### src/rtl/qspi_mem_arbiter.sv
// QSPI master for the flash / RAM-A / RAM-B PMOD.
// Arbitrates instruction-fetch and data-port requests, then serialises each one
// onto the shared 4-bit bus as command, address, dummy and data nibbles.
// The bus clock runs at clk/2: every nibble slot is one low cycle then one high cycle.
// All pin outputs are registered, so the pins carry no decode glitches.
//
// Handshake: a requester raises req with its operands and holds it until it
// sees its one-cycle ack. Operands are latched in the accept cycle, so later
// changes are ignored. A req that is still high in the cycle after the ack is
// taken as a new request.
module qspi_mem_arbiter #(
  parameter int DUMMY_NIBBLES = 4,   // read dummy slots; must be >= 1
  parameter int ADDR_BITS     = 24
) (
  input  logic        clk,
  input  logic        rst,
  input  logic        instr_req,
  input  logic [24:0] instr_addr,
  output logic        instr_ack,
  output logic [31:0] instr_rdata,
  input  logic        data_req,
  input  logic        data_we,
  input  logic [24:0] data_addr,
  input  logic [1:0]  data_len,
  input  logic [31:0] data_wdata,
  output logic        data_ack,
  output logic        data_err,
  output logic [31:0] data_rdata,
  output logic        qspi_clk,
  output logic        qspi_flash_select,
  output logic        qspi_ram_a_select,
  output logic        qspi_ram_b_select,
  output logic [3:0]  qspi_data_out,
  output logic [3:0]  qspi_data_oe,
  input  logic [3:0]  qspi_data_in
);

  typedef enum logic [2:0] {S_IDLE, S_CMD, S_ADDR, S_DUMMY, S_DATA, S_DONE} state_t;

  localparam int CW = 8;
  localparam logic [1:0] DEV_FLASH = 2'd0;
  localparam logic [1:0] DEV_RAM_A = 2'd1;
  localparam logic [1:0] DEV_RAM_B = 2'd2;
  localparam logic [CW-1:0] ADDR_LAST  = CW'(ADDR_BITS / 4 - 1);
  localparam logic [CW-1:0] DUMMY_LAST = CW'(DUMMY_NIBBLES - 1);

  // Bit offset of data nibble k inside a little-endian word (high nibble of each byte first).
  function automatic logic [4:0] nib_shift(input logic [2:0] k);
    return {k[2:1], ~k[0], 2'b00};
  endfunction

  state_t          state_q, state_d, state_after;
  logic [CW-1:0]   slot_q, slot_d, slot_last;
  logic            phase_q, phase_d;
  logic            port_q, port_d;       // 1 = data port, 0 = instr port
  logic            we_q, we_d;
  logic            err_q, err_d;
  logic [1:0]      dev_q, dev_d;
  logic [1:0]      len_q, len_d;
  logic [ADDR_BITS-1:0] addr_q, addr_d;
  logic [31:0]     wdata_q, wdata_d;
  logic [31:0]     rbuf_q, rbuf_d;
  logic            fair_q, fair_d;
  logic            clk_q, clk_d;
  logic [2:0]      sel_n_q, sel_n_d;     // index = device code
  logic [3:0]      dout_q, dout_d;
  logic            oe_q, oe_d;

  logic            gnt_data, gnt_instr, data_reject, bus_d;
  logic [7:0]      cmd_byte;
  logic [CW+1:0]   addr_rsh;
  logic            unused_instr_bit;

  // Bit 24 of a fetch address is a requester bug and is simply dropped.
  assign unused_instr_bit = instr_addr[24];

  // Data wins a tie unless a fetch was already passed over once.
  assign gnt_data    = (state_q == S_IDLE) && data_req && !(instr_req && fair_q);
  assign gnt_instr   = (state_q == S_IDLE) && instr_req && !gnt_data;
  assign data_reject = (data_len == 2'd2) || (data_we && !data_addr[24]);

  // Per-phase slot count and successor state.
  always_comb begin
    slot_last   = '0;
    state_after = S_IDLE;
    case (state_q)
      S_CMD:   begin slot_last = CW'(1);     state_after = S_ADDR; end
      S_ADDR:  begin
        slot_last   = ADDR_LAST;
        state_after = (we_q || DUMMY_NIBBLES == 0) ? S_DATA : S_DUMMY;
      end
      S_DUMMY: begin slot_last = DUMMY_LAST; state_after = S_DATA; end
      S_DATA:  begin slot_last = {{(CW-3){1'b0}}, len_q, 1'b1}; state_after = S_DONE; end
      default: ;
    endcase
  end

  // Next-state, transaction latches, read capture, then next pin values.
  always_comb begin
    state_d = state_q;
    slot_d  = slot_q;
    phase_d = phase_q;
    port_d  = port_q;
    we_d    = we_q;
    err_d   = err_q;
    dev_d   = dev_q;
    len_d   = len_q;
    addr_d  = addr_q;
    wdata_d = wdata_q;
    rbuf_d  = rbuf_q;
    fair_d  = fair_q;

    case (state_q)
      S_IDLE: begin
        if (gnt_data) begin
          port_d  = 1'b1;
          we_d    = data_we;
          len_d   = data_len;
          wdata_d = data_wdata;
          err_d   = data_reject;
          if (!data_addr[24]) begin
            dev_d  = DEV_FLASH;
            addr_d = ADDR_BITS'(data_addr[23:0]);
          end else begin
            dev_d  = data_addr[23] ? DEV_RAM_B : DEV_RAM_A;
            addr_d = ADDR_BITS'(data_addr[22:0]);
          end
          if (instr_req) fair_d = 1'b1;
        end else if (gnt_instr) begin
          port_d  = 1'b0;
          we_d    = 1'b0;
          len_d   = 2'd3;
          wdata_d = data_wdata;
          err_d   = 1'b0;
          dev_d   = DEV_FLASH;
          addr_d  = ADDR_BITS'(instr_addr[23:0]);
          fair_d  = 1'b0;
        end
        if (gnt_data || gnt_instr) begin
          rbuf_d  = '0;
          slot_d  = '0;
          phase_d = 1'b0;
          state_d = err_d ? S_DONE : S_CMD;
        end
      end
      S_CMD, S_ADDR, S_DUMMY, S_DATA: begin
        phase_d = ~phase_q;
        if (state_q == S_DATA && phase_q && !we_q)
          rbuf_d = rbuf_q | ({28'd0, qspi_data_in} << nib_shift(slot_q[2:0]));
        if (phase_q) begin
          if (slot_q == slot_last) begin
            slot_d  = '0;
            state_d = state_after;
          end else begin
            slot_d = slot_q + 1'b1;
          end
        end
      end
      S_DONE:  state_d = S_IDLE;
      default: state_d = S_IDLE;
    endcase

    bus_d    = (state_d == S_CMD) || (state_d == S_ADDR) ||
               (state_d == S_DUMMY) || (state_d == S_DATA);
    sel_n_d  = 3'b111;
    if (bus_d) sel_n_d[dev_d] = 1'b0;
    clk_d    = bus_d & phase_d;
    cmd_byte = we_d ? 8'h02 : 8'h0B;
    addr_rsh = (CW+2)'(ADDR_BITS - 4) - {slot_d, 2'b00};
    dout_d   = '0;
    oe_d     = 1'b0;
    case (state_d)
      S_CMD: begin
        dout_d = slot_d[0] ? cmd_byte[3:0] : cmd_byte[7:4];
        oe_d   = 1'b1;
      end
      S_ADDR: begin
        dout_d = 4'(addr_d >> addr_rsh);
        oe_d   = 1'b1;
      end
      S_DATA: begin
        if (we_d) begin
          dout_d = 4'(wdata_d >> nib_shift(slot_d[2:0]));
          oe_d   = 1'b1;
        end
      end
      default: ;
    endcase
  end

  // State and pin registers; reset aborts any transaction in flight.
  always_ff @(posedge clk) begin
    if (rst) begin
      state_q <= S_IDLE;
      slot_q  <= '0;
      phase_q <= 1'b0;
      port_q  <= 1'b0;
      we_q    <= 1'b0;
      err_q   <= 1'b0;
      dev_q   <= DEV_FLASH;
      len_q   <= '0;
      addr_q  <= '0;
      wdata_q <= '0;
      rbuf_q  <= '0;
      fair_q  <= 1'b0;
      clk_q   <= 1'b0;
      sel_n_q <= 3'b111;
      dout_q  <= '0;
      oe_q    <= 1'b0;
    end else begin
      state_q <= state_d;
      slot_q  <= slot_d;
      phase_q <= phase_d;
      port_q  <= port_d;
      we_q    <= we_d;
      err_q   <= err_d;
      dev_q   <= dev_d;
      len_q   <= len_d;
      addr_q  <= addr_d;
      wdata_q <= wdata_d;
      rbuf_q  <= rbuf_d;
      fair_q  <= fair_d;
      clk_q   <= clk_d;
      sel_n_q <= sel_n_d;
      dout_q  <= dout_d;
      oe_q    <= oe_d;
    end
  end

  assign instr_ack         = (state_q == S_DONE) && !port_q;
  assign data_ack          = (state_q == S_DONE) && port_q;
  assign data_err          = data_ack && err_q;
  assign instr_rdata       = rbuf_q;
  assign data_rdata        = rbuf_q;
  assign qspi_clk          = clk_q;
  assign qspi_flash_select = sel_n_q[DEV_FLASH];
  assign qspi_ram_a_select = sel_n_q[DEV_RAM_A];
  assign qspi_ram_b_select = sel_n_q[DEV_RAM_B];
  assign qspi_data_out     = dout_q;
  assign qspi_data_oe      = {4{oe_q}};

endmodule
### config.mk
export PLATFORM = sky130hd
export DESIGN_NAME = qspi_mem_arbiter
export DESIGN_NICKNAME = d
export VERILOG_FILES = /design/src/rtl/qspi_mem_arbiter.sv
export SDC_FILE = /design/constraint.sdc
export NUM_CORES = 1
export LEC_CHECK = 0
export BUFFER_PORTS_ARGS = -buffer_cell sky130_fd_sc_hd__buf_2
export CAP_MARGIN = 40
export CELL_PAD_IN_SITES_DETAIL_PLACEMENT = 1
export CELL_PAD_IN_SITES_GLOBAL_PLACEMENT = 2
export CORE_ASPECT_RATIO = 0.7
export CORE_UTILIZATION = 27
export DETAILED_ROUTE_END_ITERATION = 7
export HOLD_SLACK_MARGIN = 0.05
export MAX_ROUTING_LAYER = met4
export PLACE_DENSITY_LB_ADDON = 0.1
export SYNTH_ARGS = -nofsm -noshare
export SYNTH_HDL_FRONTEND = slang
export SYNTH_SLANG_ARGS = --single-unit
### constraint.sdc
create_clock -name clk -period 3.7 [get_ports clk]
set_clock_uncertainty 0.2 [all_clocks]
set_input_delay 0.555 -clock clk [delete_from_list [all_inputs] [get_ports clk]]
set_output_delay 0.555 -clock clk [all_outputs]
set_load 0.02 [all_outputs]
==> results of run 1 <==
## cell type report
class	instances	area [um^2]	share of cell area, %
antenna	2	5.00	0.0671
clock inverter	13	170	2.28
clock buffer	19	443	5.93
inverter	9	33.8	0.453
sequential	117	2350	31.4
multi-input combinational	497	3010	40.4
tap	276	345	4.63
timing repair buffer	200	1110	14.9
## routing by layer
metal	GRT usage [%]	vias to the layer above	routed length, um
met5	-	-	0
met4	4.93	0	180
met3	4.32	14	925
met2	28.3	106	9020
met1	26.1	2787	10200
li1	-	2762	-
## layout by cell type (no fill, tap or decap), types with 8 or more instances in the layout
master	count
buf_4	28
clkbuf_16	17
o21ai_0	23
mux2i_1	23
a21oi_1	78
a211oi_1	8
buf_2	170
or3_1	8
and2_1	13
o211ai_1	9
nor2b_1	10
nand2_1	97
nor2_1	80
dfxtp_1	114
nand3_1	16
a222oi_1	18
## power groups by stage
stage / clock network [mW] / registers (mW) / logic, mW
2_1_floorplan: 0 / 1.45 / 0.616
3_3_place_gp: 0 / 1.46 / 0.899
3_5_place_dp: 0 / 1.47 / 0.939
4_1_cts: 1.79 / 1.44 / 0.942
5_1_grt: 1.85 / 1.46 / 1.03
6_report: 1.74 / 1.44 / 0.931
## flip-flops by register name, summed over array words and instances (netlist names), 3 cells and up
register and cells:
addr_q 24, data_rdata 32, qspi_data_out 4, sel_n_q 3, slot_q 8, state_q 3, wdata_q 32
## metrics by stage
step           instance area, um^2  util, %
6_report                      7460     35.6
5_1_grt                       7460     35.6
3_3_place_gp                  6800     32.4
3_5_place_dp                  6830     32.6
4_1_cts                       7440     35.5
2_1_floorplan                 5860        -
## synthesized netlist by cell type (all sizes together) (3+ instances only)
cell	number	area, um^2
nand2b	3	18.8
or3	8	50.1
mux4	3	67.6
clkbuf	19	71.3
o211a	3	30.0
nor3	8	50.1
nand3	16	80.1
mux2	5	56.3
a41oi	3	41.3
inv	9	33.8
o21a	3	22.5
mux2i	23	230
dfxtp	117	2340
a31oi	3	18.8
a222oi	18	180
o21ai	29	153
o22a	3	26.3
nor2b	10	62.6
o22ai	7	43.8
nand4bb	3	33.8
and2	13	81.3
nand2	97	364
nor2	84	328
buf	64	417
nand3b	3	22.5
a21o	3	22.5
a21oi	80	408
a211oi	8	60.1
and3	5	31.3
o211ai	9	67.6
nand4	3	18.8
## logic make-up (layout without fill, tap and decap cells)
group,after synthesis,count (layout)
xor+xnor,3,3
other cells,0,2
mux,31,31
compound gates,194,194
flops,117,117
fa+ha+maj,2,2
buf+inv,92,241
simple gates,267,267
## worst register-to-register path: cells and delay by family (launching register included)
family | cells | cell delay, ps
flip-flops | 1 | 430
buffers and inverters | 1 | 50
AO/OA/AOI/OAI | 4 | 850
adder cells (fa/ha/maj) | 1 | 220
AND/OR/NAND/NOR | 5 | 1390
multiplexers | 1 | 310
## final timing paths
check,from,endpoint,slack [ps],cells past startpoint
hold / removal,data_wdata[1],wdata_q[1]$_SDFF_PP0_,170,3
hold reg to reg,wdata_q[8]$_SDFF_PP0_,wdata_q[8]$_SDFF_PP0_,260,2
setup reg to reg,state_q[0]$_SDFF_PP0_,qspi_data_out[0]$_SDFF_PP0_,190,12
setup / recovery,state_q[0]$_SDFF_PP0_,qspi_data_out[0]$_SDFF_PP0_,190,12
## repair_timing
item / in CTS / in global routing
resized for setup: 0 / 4
setup endpoints to repair: 0 / 4
buffers inserted: 0 / 1
==> summary.md, run 1 <==
| Metric | Value |
|---|---|
| Top_reg_cell synth | `dfxtp_1` |
| Synth Area in Compound Gates | `between 20% and 30%` |
| Max IR drop VDD | `just under 0.3 mV` |
| CP arrival | `around 3600 ps` |
| Gr usage total | `19.2%` |
| DP HPWL | `between 15 and 20 mm` |
| Adder-Cell Fraction of Synth Area | `less than 1%` |
| 1st-iter DRT viols | `around 340` |
| Slew @ Worst Pin | `792 ps` |
| Power Total | `a little over 4 mW` |
| Layout area overhead | `27.3%` |
| YS warnings | `0` |
| Largest net degree at the start of global routing | `just over 50` |
| CP Buf/Inv Count | `1` |
| Number of global-route vias before repair | `roughly 5.8k` |
| Ports | `about 170` |
| Ratio of cells with drive above 1 in the final layout | `30.6%` |
| Post-synthesis xor/xnor area fraction | `less than 1%` |
| Via/cell ratio | `5.00` |
| Crit path launch type | `register` |
| Htree depth | `4` |
| Slowest stage delay, CP | `430 ps` |
| Max_cap viols | `0` |
| Static Leak | `around 3.2 nW` |
| Max Clock Freq | `285 MHz` |
| Initial antenna violation count | `2` |
| Synthesized area | `0.00586 mm^2` |
| Fin crit period | `3510 ps` |
| Hold Violations, Final | `0` |
| DRC Markers | `0` |
| Root buf cell | `clkbuf_16` |
| Max_slew headroom | `around 47%` |
| Starting Density | `between 20% and 30%` |
| Setup-failing EPs final | `0` |
| Int Pwr | `between 2 and 3 mW` |
| First-pass GRT wire length | `about 32 mm` |
| CP top delay family | `simple AND/OR/NAND/NOR gates` |
| Mux cell area share after synthesis | `6.04%` |
| DR WL/cell | `between 15 and 20 um` |
| Number of synthesized register bits | `around 120` |
| CTS tree | `yes` |
| Setup Crit Path Kind | `register to register` |
| Hold_ws | `between 150 and 200 ps` |
| Post-placement setup slack | `between 100 and 150 ps` |
| Clock network power share | `42.3%` |
| Routed Antenna Nets | `0` |
| Drt first pass iters | `5` |
| Clock latency on the worst-skew pair | `between 400 and 500 ps` |
| Crit path max fanout | `18` |
| Fin crit share | `a little over nine tenths` |
| Share of total power in sequential cells | `about a third` |
| Status | `completed` |
| Clock buffer depth | `2` |
| Total grt overflow | `0` |
| CTS buffer count | `17` |
| Async set-or-reset flop fraction in the synthesized netlist | `0%` |
| Fin worst setup slack | `between 150 and 200 ps` |
| Die Area | `about 0.022 mm^2` |
| Synth cell types | `76` |
| Hold buffer count at cts | `0` |
| Detailed-route via count | `around 5.7k` |
| Net Count, Synth | `around 800` |
| Post-route setup TNS | `0 ps` |
| CP Cell Sequence | `or3b_1 -> and3_1 -> o2111ai_1 -> o311ai_2 -> nor2_4 -> inv_1 -> ha_1 -> or3_1 -> mux2_2 -> nor3b_4 -> o211ai_1 -> a41oi_1` |
| CORE AREA | `0.0210 mm^2` |
| Row cnt | `between 40 and 50` |
| Hold WC Path Type | `primary input to register` |
| Switch Pwr | `approximately 1.3 mW` |
| Worst Path Required | `roughly 3800 ps` |
| Critical-path top delay cell | `dfxtp_2` |
| Pwr per Cell Area | `551 mW/mm^2` |
| RePlAce Congestion | `between 0.8 and 0.9` |
| Chip Height | `around 130 um` |
| Fin cells | `around 1.1k` |
| Simple-gate area share of the yosys netlist | `21.7%` |
| # nets final | `937` |
| Die boundary width | `roughly 180 um` |
| Main combinational cell family by area after synthesis | `compound AO/OA/AOI/OAI gates` |
| Comb power frac | `22.6%` |
| Post-Syn Instances | `706` |
| Switching portion of total power | `between 30% and 40%` |
| Sink Count | `around 120` |
| Crit. End Element | `register` |
| Layout fillers | `between 2k and 3k` |
| Seq/Total Area, Yosys | `between 30 and 40%` |
| Syn Area/Cell | `8.30 um^2` |
| DRT Wirelength | `around 20 mm` |
| Clock transition at the registers of the reported paths | `roughly 60 ps` |
| Count of flip-flops with a built-in enable after synthesis | `0` |
| Inst Count DP | `around 1.1k` |
| PortBufs | `between 150 and 200` |
| Max-slew violation count | `0` |
(Power assumes the default switching activity.)
==> inputs of run 2 (changes only) <==
--- a/config.mk
+++ b/config.mk
@@ -10,7 +10,7 @@
 export CELL_PAD_IN_SITES_DETAIL_PLACEMENT = 1
 export CELL_PAD_IN_SITES_GLOBAL_PLACEMENT = 2
 export CORE_ASPECT_RATIO = 0.7
-export CORE_UTILIZATION = 27
+export CORE_UTILIZATION = 30
 export DETAILED_ROUTE_END_ITERATION = 7
 export HOLD_SLACK_MARGIN = 0.05
 export MAX_ROUTING_LAYER = met4
==> constraint.sdc (replaced) <==
create_clock -name clk -period 3.35 [get_ports clk]
set_clock_uncertainty 0.2 [all_clocks]
set_input_delay 0.5025 -clock clk [delete_from_list [all_inputs] [get_ports clk]]
set_output_delay 0.5025 -clock clk [all_outputs]
set_load 0.02 [all_outputs]
==> run 2 against run 1 <==
  * Cell area up 5.5%
  * Maximum frequency up 8.3%
  * Die area down 9.9%
  * Combinational power up 21%
  * Critical path depth unchanged
  * Global-route usage up 2.5 points
  * First-iteration DRC count up 24%
  * Sequential power up 9.7%
  * Routed wire length up 2.3%
==> summary.md, run 2 (synthesized netlist as in run 1, its figures left out) <==
| Metric | Value |
|---|---|
| Post-placement setup slack | `-123 ps (-224 ps)` |
| Drt first pass iters | `6 (+1)` |
| Sink Count | `117 (unchanged)` |
| Multi-input logic area | `0.00313 mm^2 (+3.9%)` |
| Max Clock Freq | `309 MHz (+8.3%)` |
| Starting Density | `30.8% (+2.9 points)` |
| Ratio of cells with drive above 1 in the final layout | `35.2% (+4.5 points)` |
| Total grt overflow | `0 (unchanged)` |
| Pwr per Cell Area | `592 mW/mm^2 (+7.3%)` |
| Htree depth | `4 (unchanged)` |
| RSZ-0062 raised after global routing | `true` |
| Crit path from | `state_q[0]$_SDFF_PP0_` |
| DRT Wirelength | `20.8 mm (+2.3%)` |
| Post-route setup TNS | `0 ps (unchanged)` |
| Initial antenna violation count | `1 (-1)` |
| Hold buffer count at cts | `0 (unchanged)` |
| Max IR drop VDD | `0.313 mV (+8.3%)` |
| R2R Path Start | `state_q[0]$_SDFF_PP0_` |
| Clock buffer depth | `2 (unchanged)` |
| Setup Crit Path Kind | `register to register` |
| Root buf cell | `clkbuf_16` |
| First-pass GRT wire length | `32.3 mm (+1.7%)` |
| CORE AREA | `0.0190 mm^2 (-9.3%)` |
| Layout fillers | `2329 (-7.2%)` |
| Chip Height | `119 um (-5.0%)` |
| Number of global-route vias before repair | `5709 (-2.3%)` |
| Fin crit period | `3240 ps (-270 ps)` |
| Sequential cell area | `0.00235 mm^2 (+0.21%)` |
| Hold path start | `data_wdata[19]` |
| Hold Violations, Final | `0 (unchanged)` |
| Worst Path Required | `3480 ps (-360 ps)` |
| Detailed-route via count | `5797 (+2.3%)` |
| Setup-failing EPs final | `0 (unchanged)` |
| Ports | `172 (unchanged)` |
| Max_slew headroom | `47.2% (+0.13 points)` |
| CTS buffer count | `17 (unchanged)` |
| Clock transition at the registers of the reported paths | `60 ps (about the same)` |
| CTS tree | `yes` |
| DRC Markers | `0 (unchanged)` |
| Clock latency on the worst-skew pair | `420 ps (about the same)` |
| Max-slew violation count | `0 (unchanged)` |
| Most frequent cells in the layout | `buf_2, dfxtp_1, nand2_1, nor2_1, a21oi_1` |
| Layout area overhead | `34.4%` |
| Status | `completed` |
| Via/cell ratio | `5.01 (about the same)` |
| Gr usage total | `21.7% (+2.5 points)` |
| Crit path max fanout | `8 (-10)` |
| Fin crit share | `96.6% (+1.8 points)` |
| Fin worst setup slack | `114 ps (-80.0 ps)` |
| DR WL/cell | `18.0 um (+0.10%)` |
| DP HPWL | `15.9 mm (+5.2%)` |
| Crit path launch type | `register` |
| Die boundary width | `169 um (-5.1%)` |
| Routed Antenna Nets | `0 (unchanged)` |
| Row cnt | `42 (-4.5%)` |
| Static Leak | `3.40 nW (+6.7%)` |
| CP arrival | `3370 ps (-270 ps)` |
| PortBufs | `170 (unchanged)` |
| # nets final | `975 (+4.1%)` |
| Die Area | `0.0201 mm^2 (-9.9%)` |
| Max_cap viols | `0 (unchanged)` |
| Largest net degree at the start of global routing | `49 (-3.9%)` |
| Slew @ Worst Pin | `790 ps (-1.90 ps)` |
| Crit. End Element | `register` |
| RePlAce Congestion | `0.894 (+3.4%)` |
| 1st-iter DRT viols | `426 (+24%)` |
| Most common cell after layout, fill and taps aside | `buf_2` |
| Hold WC Path Type | `primary input to register` |
## run 2: cell count changes in the layout (fill, tap and decap cells not counted), moves of 2 or more
cell and change:
buf_4 +35, dfxtp_2 -2, dfxtp_4 +2, buf_12 +2
clkinv_4 +2, clkinvlp_4 -2
## run 2: worst paths after layout
check	to	slack, ps	cells after the start
worst min-delay path	wdata_q[19]$_SDFF_PP0_	120	3
worst max-delay path	qspi_data_out[0]$_SDFF_PP0_	110	12
worst min register to register	err_q$_SDFFE_PP0N_	260	2
worst max register to register	qspi_data_out[0]$_SDFF_PP0_	110	12
## run 2: cell type report
class | instances | share of cell area [%]
multi-input cells | 497 | 39.7
flip-flops and latches | 117 | 29.9
repair buffers | 238 | 17.9
clock buffers | 17 | 5.40
well taps | 264 | 4.20
clock inverters | 15 | 2.45
inverters | 9 | 0.429
diodes | 1 | 0.0318
## run 2: routing by layer
layer | vias to the layer above | global-route usage (%) | routed length (um)
li1 | 2854 | - | -
met1 | 2808 | 30.7 | 10700
met2 | 122 | 30.8 | 8960
met3 | 13 | 5.08 | 1020
met4 | 0 | 5.29 | 186
met5 | - | - | 0
## run 2: timing repair
action | 4_1_cts | 5_1_grt
setup endpoints to repair | 4 | 4
buffers inserted | 2 | 3
resized for setup | 12 | 14
pin swaps | 9 | 12
hold endpoints to repair | 0 | 0
## run 2: stage by stage
stage | cell area [um^2] | instances | util, % | power (mW) | hold WS (ps)
5_1_grt | 7870 | 1158 | 41.4 | 4.90 | 112
4_1_cts | 7800 | 1154 | 41.0 | 4.69 | 99.3
3_3_place_gp | 7100 | 1119 | 37.3 | 2.69 | 241
3_5_place_dp | 7110 | 1120 | 37.4 | 2.72 | 251
6_report | 7870 | 1158 | 41.4 | 4.66 | 117
2_1_floorplan | 5890 | 706 | - | 2.28 | 232
## run 2: worst max-delay path, cell delays in order (launching register included)
cell       delay [ps]
dfxtp_4           370
or3b_4            430
and3_4            210
o2111ai_4         230
o311ai_4          160
nor2_4            140
inv_2              50
ha_4              150
or3_1             290
mux2_4            280
nor3b_4           270
o211ai_1          140
a41oi_1           230
## run 2: report_power, final
part | total [mW] | switching [mW] | leakage, nW | internal [mW]
sequential | 1.58 | 0.0669 | 0.958 | 1.51
clock | 1.94 | 0.752 | 0.302 | 1.19
combinational | 1.13 | 0.684 | 2.14 | 0.450
total | 4.66 | 1.50 | 3.40 | 3.15
==> inputs of run 3 (changes only) <==
--- a/config.mk
+++ b/config.mk
@@ -5,12 +5,13 @@
 export SDC_FILE = /design/constraint.sdc
 export NUM_CORES = 1
 export LEC_CHECK = 0
+export ABC_AREA = 1
 export BUFFER_PORTS_ARGS = -buffer_cell sky130_fd_sc_hd__buf_2
 export CAP_MARGIN = 40
 export CELL_PAD_IN_SITES_DETAIL_PLACEMENT = 1
 export CELL_PAD_IN_SITES_GLOBAL_PLACEMENT = 2
 export CORE_ASPECT_RATIO = 0.7
-export CORE_UTILIZATION = 30
+export CORE_UTILIZATION = 28
 export DETAILED_ROUTE_END_ITERATION = 7
 export HOLD_SLACK_MARGIN = 0.05
 export MAX_ROUTING_LAYER = met4
==> constraint.sdc (replaced) <==
create_clock -name clk -period 3.6 [get_ports clk]
set_clock_uncertainty 0.2 [all_clocks]
set_input_delay 0.54 -clock clk [delete_from_list [all_inputs] [get_ports clk]]
set_output_delay 0.54 -clock clk [all_outputs]
set_load 0.02 [all_outputs]
==> run 3 against run 2 <==
  * Register-to-register slack better by 260 ps
  * Area after synthesis rose by 4.5%
  * Clock power is 12% lower
==> summary.md, run 3 <==
| Metric | Value |
|---|---|
| Root buf cell | `clkbuf_16` |
| Hold WC Path Type | `primary input to register` |
| Pwr per Cell Area | `675 mW/mm^2 (+14%)` |
| Starting Density | `29.0% (-1.8 points)` |
| Inst Count DP | `1272 (+14%)` |
| 1st-iter DRT viols | `276 (-35%)` |
| Final Core Density | `35.8% (-5.5 points)` |
| Setup-failing EPs final | `0 (unchanged)` |
| Fin crit share | `89.6% (-7.0 points)` |
| Top_reg_cell synth | `dfxtp_1` |
| Die Area | `0.0225 mm^2 (+12%)` |
| DR WL/cell | `15.2 um (-16%)` |
| Slowest stage delay, CP | `570 ps (+140 ps)` |
| Total grt overflow | `0 (unchanged)` |
| Max_slew headroom | `57.0% (+9.8 points)` |
| Hold Violations, Final | `0 (unchanged)` |
| CP arrival | `3310 ps (-60 ps)` |
| Most common cell after layout, fill and taps aside | `nand2_1` |
| DRC Markers | `0 (unchanged)` |
| Seq/Total Area, Yosys | `38.2% (-1.7 points)` |
| WL met3 | `1.01 mm (-0.49%)` |
| Routed Antenna Nets | `0 (unchanged)` |
| YS warnings | `0 (unchanged)` |
| Met1 Wirelength | `10.8 mm (+1.4%)` |
| Crit. End Element | `register` |
| Largest net degree at the start of global routing | `46 (-6.1%)` |
| Top cells by area, synth | `dfxtp_1, nand2_1, inv_1, nor2_1, nand3_1` |
| # nets final | `1110 (+14%)` |
| Uppermost layer routed | `met4` |
| Count leader, synth | `nand2_1` |
| Ratio of cells with drive above 1 in the final layout | `27.3% (-7.8 points)` |
| Clock transition at the registers of the reported paths | `60 ps (about the same)` |
| Die boundary width | `179 um (+5.7%)` |
| Synthesized area | `0.00612 mm^2 (+4.5%)` |
| Max-slew violation count | `0 (unchanged)` |
| Detailed-route via count | `5927 (+2.2%)` |
| Setup Fix Bufs, Post-CTS | `0 (-2)` |
| CORE AREA | `0.0211 mm^2 (+11%)` |
| CTS buffer count | `17 (unchanged)` |
| Fin cells | `1304 (+13%)` |
| Share of the synthesized area in the top cell type | `38.2% (-1.7 points)` |
| Fin worst setup slack | `376 ps (+262 ps)` |
| Static Leak | `3.81 nW (+12%)` |
| Number of synthesized register bits | `117 (unchanged)` |
| Critical-path top delay cell | `dfxtp_1` |
| CP Cell Sequence | `inv_2 -> nand2_2 -> nand2_4 -> nand2_4 -> inv_1 -> nor3_1 -> nand2_1 -> o21ai_2 -> ha_1 -> inv_1 -> a21oi_1 -> o21ai_0 -> nand2_1 -> nand2_1 -> nand2_1 -> nand3_1 -> a21oi_1` |
| Placed cell area | `0.00698 mm^2 (-1.9%)` |
| Worst Path Required | `3690 ps (+210 ps)` |
| Net Count, Synth | `983 (+23%)` |
| Sink Count | `117 (unchanged)` |
| Crit-path most repeated cell | `nand2_1` |
| Row cnt | `44 (+4.8%)` |
| Power Total | `5.10 mW (+9.6%)` |
| Setup Crit Path Kind | `register to register` |
| Post-placement setup slack | `393 ps (+516 ps)` |
| Crit path max fanout | `12 (+4)` |
| Status | `completed` |
| Ant. Diodes | `0 (-1)` |
| PortBufs | `170 (unchanged)` |
| Max_cap viols | `0 (unchanged)` |
| Number of global-route vias before repair | `5744 (+0.61%)` |
| Post-Syn Instances | `888 (+26%)` |
| Layout area overhead | `23.4%` |
| Max Clock Freq | `310 MHz (+0.38%)` |
| Most frequent cells in the layout | `nand2_1, buf_2, dfxtp_1, inv_1, nor2_1` |
| Final Instance Area | `0.00756 mm^2 (-4.0%)` |
| Post-CTS resize count | `0 (-12)` |
| RePlAce Congestion | `0.781 (-13%)` |
| Slew @ Worst Pin | `644 ps (-146 ps)` |
| Max IR drop VDD | `0.297 mV (-5.0%)` |
| CTS tree | `yes` |
| Crit path launch type | `register` |
| RSZ-0062 raised after global routing | `false` |
| Met2 wire len | `7.75 mm (-13%)` |
| Via/cell ratio | `4.55 (-9.2%)` |
| Clock buffer depth | `2 (unchanged)` |
| Post-synth top cells | `nand2_1, dfxtp_1, inv_1` |
| Htree depth | `4 (unchanged)` |
| Initial antenna violation count | `0 (-1)` |
| Hold_ws | `195 ps (+78.0 ps)` |
| Post-route setup TNS | `0 ps (unchanged)` |
| First-pass GRT wire length | `31.5 mm (-2.7%)` |
| Synth cell types | `46 (-39%)` |
| Hold buffer count at cts | `0 (unchanged)` |
| Chip Height | `126 um (+5.7%)` |
| DRT Wirelength | `19.8 mm (-5.1%)` |
| Drt first pass iters | `4 (-2)` |
| Top cell type by total area after synthesis | `dfxtp_1` |
| Async set-or-reset flop fraction in the synthesized netlist | `0% (unchanged)` |
| Syn Area/Cell | `6.90 um^2 (-17%)` |
| Fin crit period | `3220 ps (-12.2 ps)` |
| Gr usage total | `18.7% (-3.0 points)` |
| DP HPWL | `14.5 mm (-9.1%)` |
| Clock latency on the worst-skew pair | `420 ps (about the same)` |
| Ports | `172 (unchanged)` |
| Count of flip-flops with a built-in enable after synthesis | `0 (unchanged)` |
## run 3: changes by cell type in the layout (fill, tap and decap cells not counted), sizes merged, moves of 13 or more
cell    change
inv       +103
nand2      +96
nand3      +62
buf        -52
nor2       +26
or2        +23
a21oi      -22
a222oi     -18
mux2i      -15
o21ai      +14
and2       -13
nor3       +13
## run 3: power by group
group          leakage (nW)  switching (mW)  internal (mW)  total [mW]
combinational          2.58            1.21          0.608        1.82
clock                 0.273           0.684           1.02        1.71
sequential            0.958          0.0925           1.48        1.58
## run 3: path summary, 6_finish.rpt
path                                     from                     endpoint  slack, ps  cells past startpoint
hold reg to reg   data_rdata[23]$_SDFFE_PP0P_  data_rdata[23]$_SDFFE_PP0P_        260                      2
setup reg to reg        state_q[2]$_SDFF_PP0_  qspi_data_out[3]$_SDFF_PP0_        380                     17
setup / recovery        state_q[2]$_SDFF_PP0_  qspi_data_out[3]$_SDFF_PP0_        380                     17
hold / removal                  data_wdata[9]        wdata_q[9]$_SDFF_PP0_        200                      3
## run 3: worst max-delay path, delay by kind of cell (launching register included)
kind                       cells  cell delay (ps)
AOI/OAI and AO/OA              4              410
adders and majority gates      1              360
DFF                            1              570
and+or+nand+nor                9             1000
buffers and inverters          3              520
## run 3: metal layers
metal | vias up | GRT usage [%]
met5 | - | -
met4 | 0 | 4.79
met3 | 18 | 3.59
met2 | 119 | 24.9
met1 | 2742 | 28.1
li1 | 3048 | -
## run 3: logic make-up after synthesis
logic type | share of synthesized area, %
AO/OA/AOI/OAI | 12.1
XOR/XNOR | 0.143
adder cells (fa/ha/maj) | 0.409
AND/OR/NAND/NOR | 32.6
buffers and inverters | 15.2
flip-flops | 38.2
multiplexers | 1.31
## run 3: cell type report
class	count	area (um^2)
timing repair buffer	186	996
tap	276	345
inverter	117	439
multi-input combinational	576	2850
sequential	117	2340
clock buffer	18	429
fill	2729	13500
clock inverter	14	153
